$ cat config.mk
export PLATFORM = sky130hd
export DESIGN_NAME = niu_sii_req_sched
export DESIGN_NICKNAME = d
export VERILOG_FILES = /design/src/rtl/niu_sii_req_sched.sv
export SDC_FILE = /design/constraint.sdc
export NUM_CORES = 1
export LEC_CHECK = 0
export CAP_MARGIN = 20
export CORE_AREA = 2 2 284 286
export DETAILED_ROUTE_END_ITERATION = 8
export DIE_AREA = 0 0 286 288
export PLACE_DENSITY_LB_ADDON = 0.3
export SYNTH_ARGS = -nofsm -noshare
export SYNTH_HDL_FRONTEND = slang
export SYNTH_SLANG_ARGS = --single-unit
$ cat constraint.sdc
create_clock -name iol2clk -period 6.3 [get_ports iol2clk]
set_clock_uncertainty 0.15 [all_clocks]
set_input_delay 0.945 -clock iol2clk [delete_from_list [all_inputs] [get_ports iol2clk]]
set_output_delay 0.945 -clock iol2clk [all_outputs]
set_load 0.03 [all_outputs]
$ cat src/rtl/niu_sii_req_sched.sv
// niu_sii_req_sched
// Schedules inbound DMA requests from the NIU onto the shared niu_sii bus.
// Two requesters (ordered queue "oq", bypass queue "bq") compete for the bus.
// Each granted request becomes one header cycle; writes are followed by
// payload beats (4 for a 64B write, 1 for a 16B write). Per-queue SII credits
// are tracked here, and a bypass streak counter prevents oq starvation.
//
// Ports
//   iol2clk, rst_l             clock, async active-low reset
//   {oq,bq}_req/_wr/_len16     request level and attributes, held until gnt
//   {oq,bq}_hdr/_be/_pld       header, write byte enables, current payload beat
//   {oq,bq}_gnt                grant (comb): header consumed at this edge
//   {oq,bq}_pld_pop            pop (comb): current beat consumed at this edge
//   sii_niu_{oq,bq}dq          one-cycle credit return pulses
//   niu_sii_*                  registered bus outputs (header/payload, parity, be)
//   credit_err                 sticky: credit returned while counter already full
//   dbg_state                  FSM state (0=IDLE, 1=PLD)
//   dbg_oq_credit/bq_credit    current credit counters
//   dbg_byp_streak             consecutive bypass grants while oq was eligible
//
// Handshake: a requester holds x_req plus its attributes until x_gnt is seen
// high at a rising edge; the header is taken at that edge. For writes, x_pld
// must present the current beat from the grant until the final pop; each edge
// where x_pld_pop is high consumes that beat and the requester advances.
module niu_sii_req_sched #(
  parameter int OQ_CREDITS = 16,
  parameter int BQ_CREDITS = 16,
  parameter int BYP_LIMIT  = 4
) (
  input  logic         iol2clk,
  input  logic         rst_l,
  input  logic         oq_req,
  input  logic         oq_wr,
  input  logic         oq_len16,
  input  logic [127:0] oq_hdr,
  input  logic [15:0]  oq_be,
  input  logic [127:0] oq_pld,
  input  logic         bq_req,
  input  logic         bq_wr,
  input  logic         bq_len16,
  input  logic [127:0] bq_hdr,
  input  logic [15:0]  bq_be,
  input  logic [127:0] bq_pld,
  output logic         oq_gnt,
  output logic         bq_gnt,
  output logic         oq_pld_pop,
  output logic         bq_pld_pop,
  input  logic         sii_niu_oqdq,
  input  logic         sii_niu_bqdq,
  output logic         niu_sii_hdr_vld,
  output logic         niu_sii_reqbypass,
  output logic         niu_sii_datareq,
  output logic         niu_sii_datareq16,
  output logic [127:0] niu_sii_data,
  output logic [7:0]   niu_sii_parity,
  output logic [15:0]  niu_sii_be,
  output logic         credit_err,
  output logic         dbg_state,
  output logic [4:0]   dbg_oq_credit,
  output logic [4:0]   dbg_bq_credit,
  output logic [3:0]   dbg_byp_streak
);

  typedef enum logic {IDLE = 1'b0, PLD = 1'b1} state_t;

  localparam logic [4:0] OQ_MAX  = 5'(OQ_CREDITS);
  localparam logic [4:0] BQ_MAX  = 5'(BQ_CREDITS);
  localparam logic [3:0] BYP_MAX = 4'(BYP_LIMIT);

  state_t     state;
  logic [2:0] beats_left;
  logic       pld_bq;      // payload in flight belongs to bq
  logic [3:0] byp_streak;
  logic [4:0] oq_cnt;
  logic [4:0] bq_cnt;

  logic         oq_elig, bq_elig, byp_capped, any_gnt;
  logic         g_wr, g_len16;
  logic [127:0] g_hdr;
  logic [15:0]  g_be;

  logic         hv_nxt, byp_nxt, dr_nxt, dr16_nxt;
  logic [127:0] data_nxt;
  logic [15:0]  be_nxt;
  logic [7:0]   par_nxt;

  // Arbitration only happens while IDLE; PLD returns to IDLE on the last pop,
  // so the cycle after the last pop is an arbitration cycle.
  assign oq_elig    = oq_req && (oq_cnt != 5'd0);
  assign bq_elig    = bq_req && (bq_cnt != 5'd0);
  assign byp_capped = (byp_streak == BYP_MAX) && oq_elig;
  assign bq_gnt     = (state == IDLE) && bq_elig && !byp_capped;
  assign oq_gnt     = (state == IDLE) && oq_elig && !(bq_elig && !byp_capped);
  assign any_gnt    = oq_gnt || bq_gnt;

  assign oq_pld_pop = (state == PLD) && !pld_bq;
  assign bq_pld_pop = (state == PLD) && pld_bq;

  assign g_wr    = bq_gnt ? bq_wr    : oq_wr;
  assign g_len16 = bq_gnt ? bq_len16 : oq_len16;
  assign g_hdr   = bq_gnt ? bq_hdr   : oq_hdr;
  assign g_be    = bq_gnt ? bq_be    : oq_be;

  always_comb begin
    hv_nxt   = 1'b0;
    byp_nxt  = 1'b0;
    dr_nxt   = 1'b0;
    dr16_nxt = 1'b0;
    be_nxt   = 16'h0;
    data_nxt = 128'h0;
    if (any_gnt) begin
      hv_nxt   = 1'b1;
      byp_nxt  = bq_gnt;
      dr_nxt   = g_wr && !g_len16;
      dr16_nxt = g_wr && g_len16;
      be_nxt   = g_wr ? g_be : 16'h0;
      data_nxt = g_hdr;
    end else if (oq_pld_pop) begin
      data_nxt = oq_pld;
    end else if (bq_pld_pop) begin
      data_nxt = bq_pld;
    end
  end

  always_comb begin
    par_nxt = 8'h0;
    for (int i = 0; i < 8; i++) par_nxt[i] = ^data_nxt[16*i +: 16];
  end

  // FSM: beat sequencing and bypass streak
  always_ff @(posedge iol2clk or negedge rst_l) begin
    if (!rst_l) begin
      state      <= IDLE;
      beats_left <= 3'd0;
      pld_bq     <= 1'b0;
      byp_streak <= 4'd0;
    end else begin
      case (state)
        IDLE: begin
          if (any_gnt && g_wr) begin
            state      <= PLD;
            beats_left <= g_len16 ? 3'd1 : 3'd4;
            pld_bq     <= bq_gnt;
          end
        end
        PLD: begin
          beats_left <= beats_left - 3'd1;
          if (beats_left == 3'd1) state <= IDLE;
        end
        default: state <= IDLE;
      endcase
      if (bq_gnt) byp_streak <= oq_elig ? byp_streak + 4'd1 : 4'd0;
      else if (oq_gnt) byp_streak <= 4'd0;
    end
  end

  // Credits: a grant and a return in the same cycle cancel out.
  always_ff @(posedge iol2clk or negedge rst_l) begin
    if (!rst_l) begin
      oq_cnt     <= OQ_MAX;
      bq_cnt     <= BQ_MAX;
      credit_err <= 1'b0;
    end else begin
      if (oq_gnt && !sii_niu_oqdq) oq_cnt <= oq_cnt - 5'd1;
      else if (sii_niu_oqdq && !oq_gnt && oq_cnt != OQ_MAX) oq_cnt <= oq_cnt + 5'd1;
      if (bq_gnt && !sii_niu_bqdq) bq_cnt <= bq_cnt - 5'd1;
      else if (sii_niu_bqdq && !bq_gnt && bq_cnt != BQ_MAX) bq_cnt <= bq_cnt + 5'd1;
      if ((sii_niu_oqdq && !oq_gnt && oq_cnt == OQ_MAX) ||
          (sii_niu_bqdq && !bq_gnt && bq_cnt == BQ_MAX))
        credit_err <= 1'b1;
    end
  end

  // Registered bus outputs; parity and be travel with data.
  always_ff @(posedge iol2clk or negedge rst_l) begin
    if (!rst_l) begin
      niu_sii_hdr_vld   <= 1'b0;
      niu_sii_reqbypass <= 1'b0;
      niu_sii_datareq   <= 1'b0;
      niu_sii_datareq16 <= 1'b0;
      niu_sii_data      <= 128'h0;
      niu_sii_parity    <= 8'h0;
      niu_sii_be        <= 16'h0;
    end else begin
      niu_sii_hdr_vld   <= hv_nxt;
      niu_sii_reqbypass <= byp_nxt;
      niu_sii_datareq   <= dr_nxt;
      niu_sii_datareq16 <= dr16_nxt;
      niu_sii_data      <= data_nxt;
      niu_sii_parity    <= par_nxt;
      niu_sii_be        <= be_nxt;
    end
  end

  assign dbg_state      = state;
  assign dbg_oq_credit  = oq_cnt;
  assign dbg_bq_credit  = bq_cnt;
  assign dbg_byp_streak = byp_streak;

endmodule

After elaboration in Yosys (flattened, before gate mapping)
Cells that the tools add are included.
{ "word_totals": {"mem_bits_ro": 0, "in_bits": 554, "ram_bits": 0, "ff_bits": 176, "memories": 0, "elab_cells": 99, "latchBits": 0, "out_inout_bits": 176} }
{ "op_classes": {"div_mod_pow": 0, "n_mul": 0, "eq_ne": 7, "muxes": 26, "n_shift": 0, "n_reduce_logical": 45, "addsub": 6, "order_cmp": 0, "n_bitwise": 1} }
{ "op_table": {"columns": ["operator", "n"], "rows": [
  ["$mux 128", 4],
  ["$reduce_xor 16->1", 8],
  ["$mux 16", 3],
  ["$logic_and 1x1->1", 21],
  ["$mux 5", 4],
  ["$mux 4", 3],
  ["$add 5x1->5 const B", 2],
  ["$eq 5x5->1 const B", 2],
  ["$ne 5x5->1 const B", 2],
  ["$reduce_bool 5->1", 2],
  ["$sub 5x1->5 const B", 2],
  ["$logic_not 1->1", 8],
  ["$mux 1", 8],
  ["$mux 3", 2],
  ["$pmux 3 s2", 1],
  ["$reduce_bool 2->1", 3],
  ["$add 4x1->4 const B", 1],
  ["$eq 4x3->1 const B", 1],
  ["$eq 3x1->1 const B", 1],
  ["$sub 3x1->3 const B", 1],
  ["$logic_or 1x1->1", 2],
  ["$ne 2x1->1 const B", 1],
  ["$pmux 1 s2", 1],
  ["$reduce_and 2->1", 1],
  ["$not 1->1", 1]
]} }

Logic depth before layout (Yosys ltp)
{ "logic_depth": {"word_depth": 12, "ltp_mapped": 16, "mapped_depth_nobuf": 14} }

Worst setup path before layout
No wires, ideal clock.
{ "synth_path": {"path_kind": "input-to-output", "from": "in bq_req", "to": "out bq_gnt", "arrival_time_ns": 2.831, "path_slack_ns": 2.374, "n_path_buf": 5, "stages": 9, "required_ns": 5.205, "path_cell_list": "nor2b_1 a21boi_1 nand2_2 inv_2 buf_6 buf_2 buf_2 buf_1 buf_2"} }
{ "synth_via": {"elab_chain_cells": 3} }
{ "synth_rtl": {"columns": ["element", "line_no", "rtl"], "rows": [
  ["start, declared", "38", "input logic bq_req,"],
  ["$logic_and 1x1->1", "90", "assign bq_elig = bq_req && (bq_cnt != 5'd0);"],
  ["$logic_and 1x1->1 (2 in a row)", "92", "assign bq_gnt = (state == IDLE) && bq_elig && !byp_capped;"],
  ["end, declared", "45", "output logic bq_gnt,"]
]} }
Every way passes these cells.

Worst setup path in the final report
Same ends and word-level chain as after synthesis.

==> flow_metrics.env <==
export IMPL_slew_violations=0
export IMPL_finalInstanceArea_um2=19900
export IMPL_power_density_nw_per_um2=510
export IMPL_irDropWorstVdd_uv=196
export IMPL_dieArea_um2=82400
export IMPL_antenna_left=0
export IMPL_worstSetupStartpointType="input pin"
export IMPL_drt_pass1_iterations=5
export IMPL_core_um2=79600
export IMPL_synth_common_cells="dfrtp_1 (174), nand2_1 (161), nor2_1 (77)"
export IMPL_numPortBuffers=729
export IMPL_die_y_um=288
export IMPL_synth_area_um2=10900
export IMPL_outcome="finished, final reports clean"
export IMPL_synthToLayoutAreaGrowth_pct=82.5
export IMPL_yosys_warnings=0
export IMPL_nets=2347
export IMPL_critPathRequiredTime_ns=5.20
export IMPL_place_hpwl_um=50500
export IMPL_antenna_found_initial=11
export IMPL_ios=730
export IMPL_path_buf_inv=4
export IMPL_synthArstFlopShare_pct=100
export IMPL_ys_flop_type="dfrtp_1"
export IMPL_routed_wl_um=62000
export IMPL_rsz0062_at_grt="no"
export IMPL_worstMarginPinSlew_ns=1.00
export IMPL_globalRouteTotalUtil_pct=14.6
export IMPL_grt_pass1_vias=12600
export IMPL_fin_crit_sh_pct=81.4
export IMPL_grt_pass1_wl_um=86700
export IMPL_end_kind="output port"
export IMPL_cp_slowest_stage_delay_ns=0.71
export IMPL_setup_slack_ns=1.17
export IMPL_fmax_ghz=0.195
export IMPL_cts_max_path_buffers=2
export IMPL_cts_root_buf="clkbuf_16"
export IMPL_die_x_um=286
export IMPL_initial_utilization_pct=13.7
export IMPL_tritoncts="yes"
export IMPL_cts_sinks=176
export IMPL_cts_max_level=4
export IMPL_setup_viol=0
export IMPL_p_leak_nw=7.94
export IMPL_reg2reg_slack_ns=1.61
export IMPL_layout_drive_gt1_share_pct=8.53
export IMPL_post_cts_resized=0
export IMPL_synth_ff_latch_count=176
export IMPL_path_clk_slew_ns=0.07
export IMPL_detail_route_vias_per_cell=4.08
export IMPL_relSlewSlack_pct=33.0
export IMPL_synth_yosys_seq_area_share_pct=40.4
export IMPL_overflow=0
export IMPL_fin_crit_ns=5.13
export IMPL_rr_startpoint="dbg_bq_credit[1]$_DFFE_PN0P_"
export IMPL_syn_avg_cell_area_um2=10.1
export IMPL_synth_edf_count=0
export IMPL_placed_cell_area_um2=19300
export IMPL_cp_slowest_cell="clkdlybuf4s50_1"
export IMPL_rows=104
export IMPL_grt_max_degree=97
export IMPL_ff2ff_path_depth=10
export IMPL_finalHoldViolCount=0
export IMPL_dpl_worst_slack_ns=1.13
export IMPL_gp_congestion=0.867
export IMPL_synth_top_area_share_pct=40.0
export IMPL_crit_type="input pin to output port"
export IMPL_worstPathMaxFanout=66
export IMPL_cp_arrival_ns=4.03
export IMPL_syn_nets=1650
export IMPL_yosysMostFrequentCell="dfrtp_1"
export IMPL_drtIter0Drc=476
export IMPL_fin_tns_setup_ns=0
export IMPL_crit_chain="clkdlybuf4s50_1 > nor2b_1 > a21boi_1 > nand2_2 > inv_6 > buf_4 > clkdlybuf4s50_1"
export IMPL_drv_cap=0
export IMPL_synth_area_top_cells="dfrtp_1 (40%), mux2_2 (7.6%), xnor2_1 (5.9%)"
export IMPL_hold_buffers=0
export IMPL_cts_setup_buffers=0
export IMPL_cpMostUsedCell="clkdlybuf4s50_1"
export IMPL_drc=0
export IMPL_cts_inserted_buffers=17
export IMPL_hold_path_class="input pin to async pin"
export IMPL_yosysUniqueCellTypes=58
export IMPL_critPathTopFamily="buffers and inverters"
export IMPL_vias=11700
export IMPL_reg2reg_to="niu_sii_parity[5]$_DFF_PN0_"
export IMPL_synth_top_area_cell="dfrtp_1"
export IMPL_synthCells=1084
export IMPL_clock_latency_ns=0.47
export IMPL_wire_per_inst_um=21.7
==> placed cells by master, fill, tap and decap left out, types with 12 or more instances in the layout <==
cell               n
clkdlybuf4s50_1  727
dfrtp_1          172
nand2_1          161
nor2_1            77
mux2_2            74
xnor2_1           74
mux2i_1           63
a22oi_1           49
o21ai_0           42
o221ai_1          42
a221o_1           40
inv_1             28
a21oi_1           23
nand3_1           22
nor2b_1           17
clkbuf_16         17
buf_4             14
a21o_1            12
==> logic make-up after synthesis <==
logic type / count (synthesis) / synth area share, %
AO/OA/AOI/OAI: 269 / 19.4
buffers and inverters: 99 / 4.57
flip-flops: 176 / 40.4
adder cells (fa/ha/maj): 12 / 1.52
AND/OR/NAND/NOR: 297 / 11.6
XOR/XNOR: 94 / 9.12
multiplexers: 137 / 13.4
==> per-stage QoR <==
stage	power, W	utilization (%)	instances	hold WS (ns)
floorplan	0.00631	-	1084	0.303
global placement	0.00921	24.3	2821	0.325
detailed placement	0.00927	24.3	2821	0.350
CTS	0.0104	24.9	2852	0.354
global route	0.0109	25.0	2855	0.365
finish	0.0101	25.0	2857	0.339
==> metal layers <==
layer	share of wire (%)	track usage [%]	vias up
met3	7.9	4.35	72
met2	50	25.6	549
met4	1.9	4.41	8
li1	-	-	5362
met5	0.10	0	-
met1	40	17.1	5672
==> worst register-to-register path: stages, from the launching register on <==
cell	delay [ns]
dfrtp_1	0.45
or4_4	0.60
o221ai_4	0.59
nand2_4	0.11
inv_4	0.50
buf_12	0.31
a222oi_1	0.25
o21ai_0	0.37
xnor2_1	0.20
xnor2_1	0.72
xnor3_1	0.32
==> registers in the layout (all words and copies together), names as in the netlist <==
register           cells
niu_sii_data         128
niu_sii_datareq16      1
niu_sii_be            16
pld_bq                 1
dbg_byp_streak         4
beats_left             3
dbg_state              1
credit_err             1
niu_sii_reqbypass      1
dbg_bq_credit          5
niu_sii_parity         8
dbg_oq_credit          5
niu_sii_datareq        1
niu_sii_hdr_vld        1
==> cell type report <==
cell class,count,area (um^2)
sequential,176,4410
clock buffer,19,443
tap,1060,1330
clock inverter,12,111
fill,8494,59800
inverter,31,124
antenna,4,10.0
timing repair buffer,746,7460
multi-input combinational,809,5990
==> how the worst max path moves through the flow <==
stage | from | to | slack [ns] | depth (start not counted)
2_1_floorplan | bq_req | bq_gnt | 2.37 | 9
3_3_place_gp | bq_req | beats_left[2]$_DFFE_PN0P_ | 1.18 | 11
3_5_place_dp | bq_req | beats_left[2]$_DFFE_PN0P_ | 1.13 | 11
4_1_cts | bq_req | bq_gnt | 1.17 | 7
5_1_grt | bq_req | bq_gnt | 1.0 | 7
6_report | bq_req | bq_gnt | 1.17 | 7
==> power by group <==
group	leakage (nW)	switching [W]	internal, W
Clock	0.266	0.000527	0.000555
Sequential	2.17	0.000341	0.00168
Combinational	5.50	0.00388	0.00315
(Power assumes the default switching activity.)
